$ cat src/rtl/fc_pass_scheduler.sv
// fc_pass_scheduler: sequences OFM_DEPTH/NUM_PE accumulator passes over one IFM frame
// Ports:
//   clk, reset                 clock, asynchronous active-high reset
//   start_from_previous        upstream IFM buffer full (level)
//   end_to_previous            IFM buffer free for refill
//   end_from_next              downstream has consumed the OFM buffer
//   start_to_next              one-cycle pulse, OFM buffer complete
//   ifm_read_en/ifm_addr       IFM buffer read port
//   wm_read_en/wm_addr         weight memory read port (pass*IFM_DEPTH + ifm_addr)
//   acc_clear/acc_en           accumulator bank control
//   ofm_write_en/ofm_addr_base OFM commit of all lanes at pass*NUM_PE
module fc_pass_scheduler #(
    parameter int IFM_DEPTH = 160,
    parameter int OFM_DEPTH = 64,
    parameter int NUM_PE    = 16,
    parameter int ACC_LAT   = 2,
    parameter int PASSES    = OFM_DEPTH / NUM_PE,
    parameter int IFM_AW    = $clog2(IFM_DEPTH),
    parameter int WM_AW     = $clog2(PASSES * IFM_DEPTH),
    parameter int OFM_AW    = ($clog2(OFM_DEPTH) > 1) ? $clog2(OFM_DEPTH) : 1
) (
    input  logic              clk,
    input  logic              reset,
    input  logic              start_from_previous,
    output logic              end_to_previous,
    input  logic              end_from_next,
    output logic              start_to_next,
    output logic              ifm_read_en,
    output logic [IFM_AW-1:0] ifm_addr,
    output logic              wm_read_en,
    output logic [WM_AW-1:0]  wm_addr,
    output logic              acc_clear,
    output logic              acc_en,
    output logic              ofm_write_en,
    output logic [OFM_AW-1:0] ofm_addr_base
);
    localparam int PW = (PASSES > 1) ? $clog2(PASSES) : 1;
    localparam int DW = (ACC_LAT > 1) ? $clog2(ACC_LAT) : 1;

    typedef enum logic [2:0] {IDLE, CLEAR, STREAM, DRAIN, WRITE, HOLD} state_t;

    state_t            r_state;
    logic [IFM_AW-1:0] r_ifm_addr;
    logic [PW-1:0]     r_pass;
    logic [DW-1:0]     r_drain;
    logic              r_e2p;
    logic              r_rd;
    logic              r_clr;
    logic              r_acc;
    logic              r_wr;
    logic              r_stn;

    // Outputs are registered alongside the state transition that enters the
    // state they belong to, so they line up with the state register exactly.
    always_ff @(posedge clk or posedge reset) begin
        if (reset) begin
            r_state    <= IDLE;
            r_ifm_addr <= '0;
            r_pass     <= '0;
            r_drain    <= '0;
            r_e2p      <= 1'b1;
            r_rd       <= 1'b0;
            r_clr      <= 1'b0;
            r_acc      <= 1'b0;
            r_wr       <= 1'b0;
            r_stn      <= 1'b0;
        end else begin
            // one cycle of memory read latency before operands reach the lanes
            r_acc <= r_rd;
            r_clr <= 1'b0;
            r_wr  <= 1'b0;
            r_stn <= 1'b0;
            case (r_state)
                IDLE: if (start_from_previous) begin
                    r_state <= CLEAR;
                    r_pass  <= '0;
                    r_e2p   <= 1'b0;
                    r_clr   <= 1'b1;
                end
                CLEAR: begin
                    r_state    <= STREAM;
                    r_ifm_addr <= '0;
                    r_rd       <= 1'b1;
                end
                STREAM: if (r_ifm_addr == IFM_AW'(IFM_DEPTH - 1)) begin
                    r_ifm_addr <= '0;
                    r_rd       <= 1'b0;
                    r_drain    <= '0;
                    if (ACC_LAT == 0) begin
                        r_state <= WRITE;
                        r_wr    <= 1'b1;
                    end else begin
                        r_state <= DRAIN;
                    end
                end else begin
                    r_ifm_addr <= r_ifm_addr + 1'b1;
                end
                DRAIN: if (int'(r_drain) == ACC_LAT - 1) begin
                    r_state <= WRITE;
                    r_wr    <= 1'b1;
                end else begin
                    r_drain <= r_drain + 1'b1;
                end
                WRITE: if (r_pass == PW'(PASSES - 1)) begin
                    r_state <= HOLD;
                    r_stn   <= 1'b1;
                    r_e2p   <= 1'b1;
                end else begin
                    r_state <= CLEAR;
                    r_pass  <= r_pass + 1'b1;
                    r_clr   <= 1'b1;
                end
                // a new upstream frame must wait: it would overwrite the OFM buffer
                HOLD: if (end_from_next) r_state <= IDLE;
                default: r_state <= IDLE;
            endcase
        end
    end

    assign end_to_previous = r_e2p;
    assign start_to_next   = r_stn;
    assign ifm_read_en     = r_rd;
    assign wm_read_en      = r_rd;
    assign ifm_addr        = r_ifm_addr;
    assign wm_addr         = WM_AW'(r_pass) * WM_AW'(IFM_DEPTH) + WM_AW'(r_ifm_addr);
    assign acc_clear       = r_clr;
    assign acc_en          = r_acc;
    assign ofm_write_en    = r_wr;
    assign ofm_addr_base   = OFM_AW'(r_pass) * OFM_AW'(NUM_PE);
endmodule

$ cat config.mk
export PLATFORM = sky130hd
export DESIGN_NAME = fc_pass_scheduler
export DESIGN_NICKNAME = d
export VERILOG_FILES = /design/src/rtl/fc_pass_scheduler.sv
export SDC_FILE = /design/constraint.sdc
export NUM_CORES = 1
export LEC_CHECK = 0
export ABC_CLOCK_PERIOD_IN_PS = 2300
export BUFFER_PORTS_ARGS = -buffer_cell sky130_fd_sc_hd__buf_2
export CORE_UTILIZATION = 50
export CTS_CLUSTER_SIZE = 16
export DETAILED_ROUTE_END_ITERATION = 7
export PLACE_DENSITY = 0.8
export RECOVER_POWER = 100
export SYNTH_ARGS = -nofsm -noshare
export SYNTH_HDL_FRONTEND = slang
export SYNTH_SLANG_ARGS = --single-unit
export TNS_END_PERCENT = 10
$ cat constraint.sdc
create_clock -name clk -period 2.3 [get_ports clk]
set_input_delay 0 -clock clk [delete_from_list [all_inputs] [get_ports clk]]
set_output_delay 0 -clock clk [all_outputs]
set_load 0.01 [all_outputs]
=== After elaboration in Yosys (flattened, before gate mapping) ===
Index checks and enable logic that the tools add are counted.

* Output and inout port bits: 31
* Input bits: 4
* Logic and storage cells: 62
* Register bits: 20

* Multiply operators: 1
* Mux-type cells: 25
* Add/sub/neg operators: 4
* Reductions and logical operators: 9
* Equality and inequality tests: 13

{| class="wikitable"
|+ Operators by type and width
! operator !! count
|-
| one-hot mux 3 bit (6 select lines) || 1
|-
| one-hot mux 8 bit (2 select lines) || 1
|-
| 2-to-1 mux 3 bit || 5
|-
| != test 2 bit, second input constant || 6
|-
| adder 10 x 8 -> 10 bit || 1
|-
| 2-to-1 mux 1 bit || 10
|-
| adder 8 x 1 -> 8 bit, second input constant || 1
|-
| == test 8 bit, second input constant || 1
|-
| 2-to-1 mux 8 bit || 1
|-
| one-hot mux 1 bit (2 select lines) || 4
|-
| == test 3 x 2 -> 1 bit, second input constant || 2
|-
| == test 3 bit, second input constant || 2
|-
| AND reduction 3 bit || 2
|-
| nonzero test 2 bit || 3
|-
| multiplier 2 x 3 -> 5 bit, second input constant || 1
|-
| 2-to-1 mux 2 bit || 2
|-
| one-hot mux 2 bit (2 select lines) || 1
|-
| AND reduction 2 bit || 2
|-
| AND reduction 4 bit || 1
|-
| == test 3 x 1 -> 1 bit, second input constant || 1
|-
| logical NOT 3 bit || 1
|-
| adder 2 x 1 -> 2 bit, second input constant || 1
|-
| == test 2 bit, second input constant || 1
|-
| adder 1 bit, second input constant || 1
|}

=== Depth between registers and ports, before layout ===
* Word-level depth: 3
* Gate-level depth with buffers: 6
* Depth with buffers taken out: 6

=== Worst setup path after synthesis ===
No wires, ideal clock.

* Path type: register -> register
* Start point: reg r_ifm_addr[0], in the netlist ifm_addr[0]
* End point: reg r_ifm_addr[5], in the netlist ifm_addr[5]
* Period minus slack after synthesis: 1.622 ns
* Data required time: 2.218 ns
* Cell stages (with the launch flop): 6
* Path slack: 0.678 ns
* Arrival time: 1.540 ns
* Buffers on the path: 0
* Library setup time: 0.082 ns
* Cells stage by stage: dfrtp_1 > ha_1 > and3_2 > a311oi_4 > o21ai_1 > a31oi_1

* Longest elaborated chain between the ends: 3
* Elaborated cells on any way between the ends: 4
* Those cells by class: add/sub: 1; eq/ne: 1; mux: 2

{| class="wikitable"
|+ Ends and longest elaborated chain
! element !! RTL line !! text
|-
| from (decl) || 43 || <nowiki>logic [IFM_AW-1:0] r_ifm_addr;</nowiki>
|-
| from (signal assigned) || 96 || <nowiki>r_ifm_addr <= r_ifm_addr + 1'b1;</nowiki>
|-
| adder 8 x 1 -> 8 bit or == test 8 bit (tied branches) || 96, 85 ||
|-
| 2-to-1 mux 8 bit (*) || 85 || <nowiki>STREAM: if (r_ifm_addr == IFM_AW'(IFM_DEPTH - 1)) begin</nowiki>
|-
| one-hot mux 8 bit (2 select lines) (*) || 73 || <nowiki>case (r_state)</nowiki>
|}

Every way passes the cells marked *; elsewhere a longest branch is shown, timed or not.
A chain may end at the register's enable or synchronous reset.

=== Worst setup path after layout ===
* Start point: reg r_pass[0]
* End point: out wm_addr[9]

* Longest elaborated chain between the ends: 2

{| class="wikitable"
|+ Ends and longest elaborated chain
! element !! RTL line !! text
|-
| from (decl) || 44 || <nowiki>logic [PW-1:0] r_pass;</nowiki>
|-
| from (signal assigned) || 110 || <nowiki>r_pass <= r_pass + 1'b1;</nowiki>
|-
| multiplier 2 x 3 -> 5 bit || 125 || <nowiki>assign wm_addr = WM_AW'(r_pass) * WM_AW'(IFM_DEPTH) + WM_AW'(r_ifm_addr);</nowiki>
|-
| adder 10 x 8 -> 10 bit || 125 ||
|-
| to (decl) || 31 || <nowiki>output logic [WM_AW-1:0] wm_addr,</nowiki>
|}

No other way between the ends.

==> out/summary.txt <==
outcome = finished clean
Max-slew headroom = 50.27%
final net count = 166
Hold WC Path Type = input pin to flop
endpoints failing setup = 0
syn avg cell area = 9.213 µm²
sequential power share = 60.9%
Antenna Cells = 0
TritonCTS Buffers = 3
Routed WL per cell = 13.61 µm
Tcrit/Tclk final = 82.75%
Logic pwr share = 2.7%
Die W = 51.32 µm
worst hold start = end_from_next
max-cap viol count = 0
Via Count = 1039
initial antenna violation count = 0
Final ANT Viol Nets = 0
share of post-route cells with drive strength above 1 = 9.677%
Die Span Y = 51.32 µm
DRT iter0 DRCs = 27
most frequent cells in the layout = 26 x clkbuf_1, 19 x dfrtp_1, 14 x o21ai_0
Synth Instances = 132
Final Hold Viols = 0
CTS max path bufs = 2
setup TNS = 0 ns
Worst Skew = 0.001153 ns
yosys warns = 0
placed instance area = 1310 µm²
I/O Pins = 35
crit path max fanout = 7
CTS H-tree depth = 1
most common cell after layout, fill and taps aside = clkbuf_1
Worst-path clk slew = 0.11 ns
WP data required = 2.30 ns
CORE AREA = 2255 µm²
initial core utilization = 53.94%
fin util = 58.66%
First-pass DRT Iterations = 4
pwr dens = 436.4 nW/µm²
Critical Path Start = r_pass[0]
WP buf/inv = 3
crit path kind = flop to primary output
slowest stage cell, crit path = dfrtp_1
GRT Residual Overflow = 0
CTS tree = yes
crit-path cells = ha_1 -> inv_1 -> fa_1 -> inv_1 -> a21oi_1 -> nor2_1 -> clkbuf_1
CP endpoint kind = primary output
most used cell, CP = inv_1
RSZ-0062 raised after global routing = false
Detailed Place HPWL = 1.774 mm
Final Critical Period = 1.903 ns
vias per cell = 5.678
crit path launch type = flop
clock sinks = 20
Yosys cell types = 37
largest net degree at the start of global routing = 21
clk_lat worst skew = 0.31 ns
register area share after synthesis = 41.26%
gpl congestion = 0.8209
Internal = 0.4520 mW
first-pass GRT wire length = 3.960 mm
root buf cell = clkbuf_4
die area = 2634 µm²
placed insts = 178
R2R Path Start = ifm_addr[0]
pins over their slew limit = 0
Routed WL = 2.491 mm
Synth Register Bits = 20
Synth Cell Area = 1216 µm²
Residual DRC = 0
switching pwr = 0.1251 mW
Final Cell Area = 1323 µm²
Sw Ratio = 21.68%
Total Routing Usage GR = 20.44%
VDD IR-drop max = 0.3348 mV
LEAKAGE = 0.5857 nW
row count = 17
Hold WS = 0.009150 ns
CP arrival = 1.90 ns
fmax = 525.4 MHz
Layout Cells excl Fill = 183
number of gates resized after CTS = 0
Port Buffers = 30
vias in the first global route = 909
worst-margin pin slew = 0.7451 ns
critical path's top delay family = adder cells
CP peak stage delay = 0.51 ns
Clk network pwr share = 36.4%
Area Overhead vs Synth = 8.745%
[synth_stat cells, drive strengths merged]
library cell / n / area share, %
dfrtp: 19 / 39
o21ai: 15 / 6.2
a21oi: 13 / 5.3
buf: 13 / 8.1
nor2: 12 / 3.7
inv: 11 / 3.4
ha: 5 / 5.1
nand2: 4 / 1.2
nand3: 4 / 1.6
a22oi: 3 / 1.9
clkbuf: 3 / 0.93
xnor2: 3 / 2.2
a211o: 2 / 1.4
a31oi: 2 / 1.0
mux2i: 2 / 1.6
nand4: 2 / 1.0
nor3: 2 / 0.82
nor4: 2 / 1.0
a21o: 1 / 0.62
a22o: 1 / 0.72
a311oi: 1 / 2.2
a31o: 1 / 0.72
and3: 1 / 0.62
conb: 1 / 0.31
dfstp: 1 / 2.2
fa: 1 / 1.6
nand2b: 1 / 1.1
nor2b: 1 / 0.51
nor3b: 1 / 1.0
o211ai: 1 / 0.62
o2bb2ai: 1 / 0.72
o31ai: 1 / 0.62
or4: 1 / 0.62
[logic make-up after synthesis]
logic type,count (synthesis),synth area share (%)
multiplexers,2,1.646
buffers and inverters,27,12.45
flip-flops,20,41.26
AND/OR/NAND/NOR,31,13.37
other,1,0.3083
adder cells (fa/ha/maj),6,6.790
AO/OA/AOI/OAI,42,22.02
XOR/XNOR,3,2.161
[sequential cells by signal, summed over array words and instances, names as in the netlist]
register / cells
acc_clear: 1
acc_en: 1
end_to_previous: 1
ifm_addr: 8
ifm_read_en: 1
ofm_write_en: 1
r_drain: 1
r_pass: 2
r_state: 3
start_to_next: 1
[final cells by class]
class / count / area [µm²]
Clock buffer: 4 / 36.28
Tap cell: 28 / 35.03
Sequential cell: 20 / 501.7
Multi-Input combinational cell: 88 / 573.1
Fill cell: 219 / 932.1
Timing Repair Buffer: 32 / 135.1
Inverter: 11 / 41.29
[metal layers]
layer  vias up  GRT usage (%)  share of wire, %
met5         -              0                 0
met4         0          9.459               1.7
met3         5          2.679               3.0
met2        21          35.75                50
met1       510          24.76                45
li1        503              -                 -
[per-stage QoR]
stage / setup slack, ns / total power [mW]
finish: 0.3967 / 0.5771
global route: 0.2963 / 0.5978
CTS: 0.4159 / 0.5800
detailed placement: 0.6135 / 0.3732
global placement: 0.6499 / 0.3726
floorplan: 0.6784 / 0.3725
[power by group through the flow]
| stage | combinational, mW | clock [mW] | sequential (mW) |
|---|---|---|---|
| final | 0.0155 | 0.210 | 0.351 |
| after global placement | 0.0142 | 0 | 0.358 |
| after global routing | 0.0189 | 0.227 | 0.352 |
| after CTS | 0.0161 | 0.212 | 0.352 |
| after floorplan | 0.0142 | 0 | 0.358 |
| after detailed placement | 0.0149 | 0 | 0.358 |
[path summary, 6_finish.rpt]
| path | end | slack [ns] | cells after the start |
|---|---|---|---|
| max reg2reg | ifm_addr[5] | 0.53 | 5 |
| max | wm_addr[9] | 0.40 | 7 |
| max in group asynchronous | ifm_addr[7] | 1.49 | 3 |
| min in group asynchronous | start_to_next | 0.35 | 3 |
| min | r_state[0] | 0.009 | 3 |
| min reg2reg | acc_en | 0.46 | 0 |
[tightest hold or removal path, stage by stage]
cell and delay [ns]:
buf_2 0.09, a211o_1 0.12, a21oi_1 0.07
[what timing repair did]
item                                   CTS  global route
hold buffers                             1             0
endpoints found under the hold margin   19             0
buffers inserted                         0             0
No activity file was read; power rests on OpenSTA's default activity.
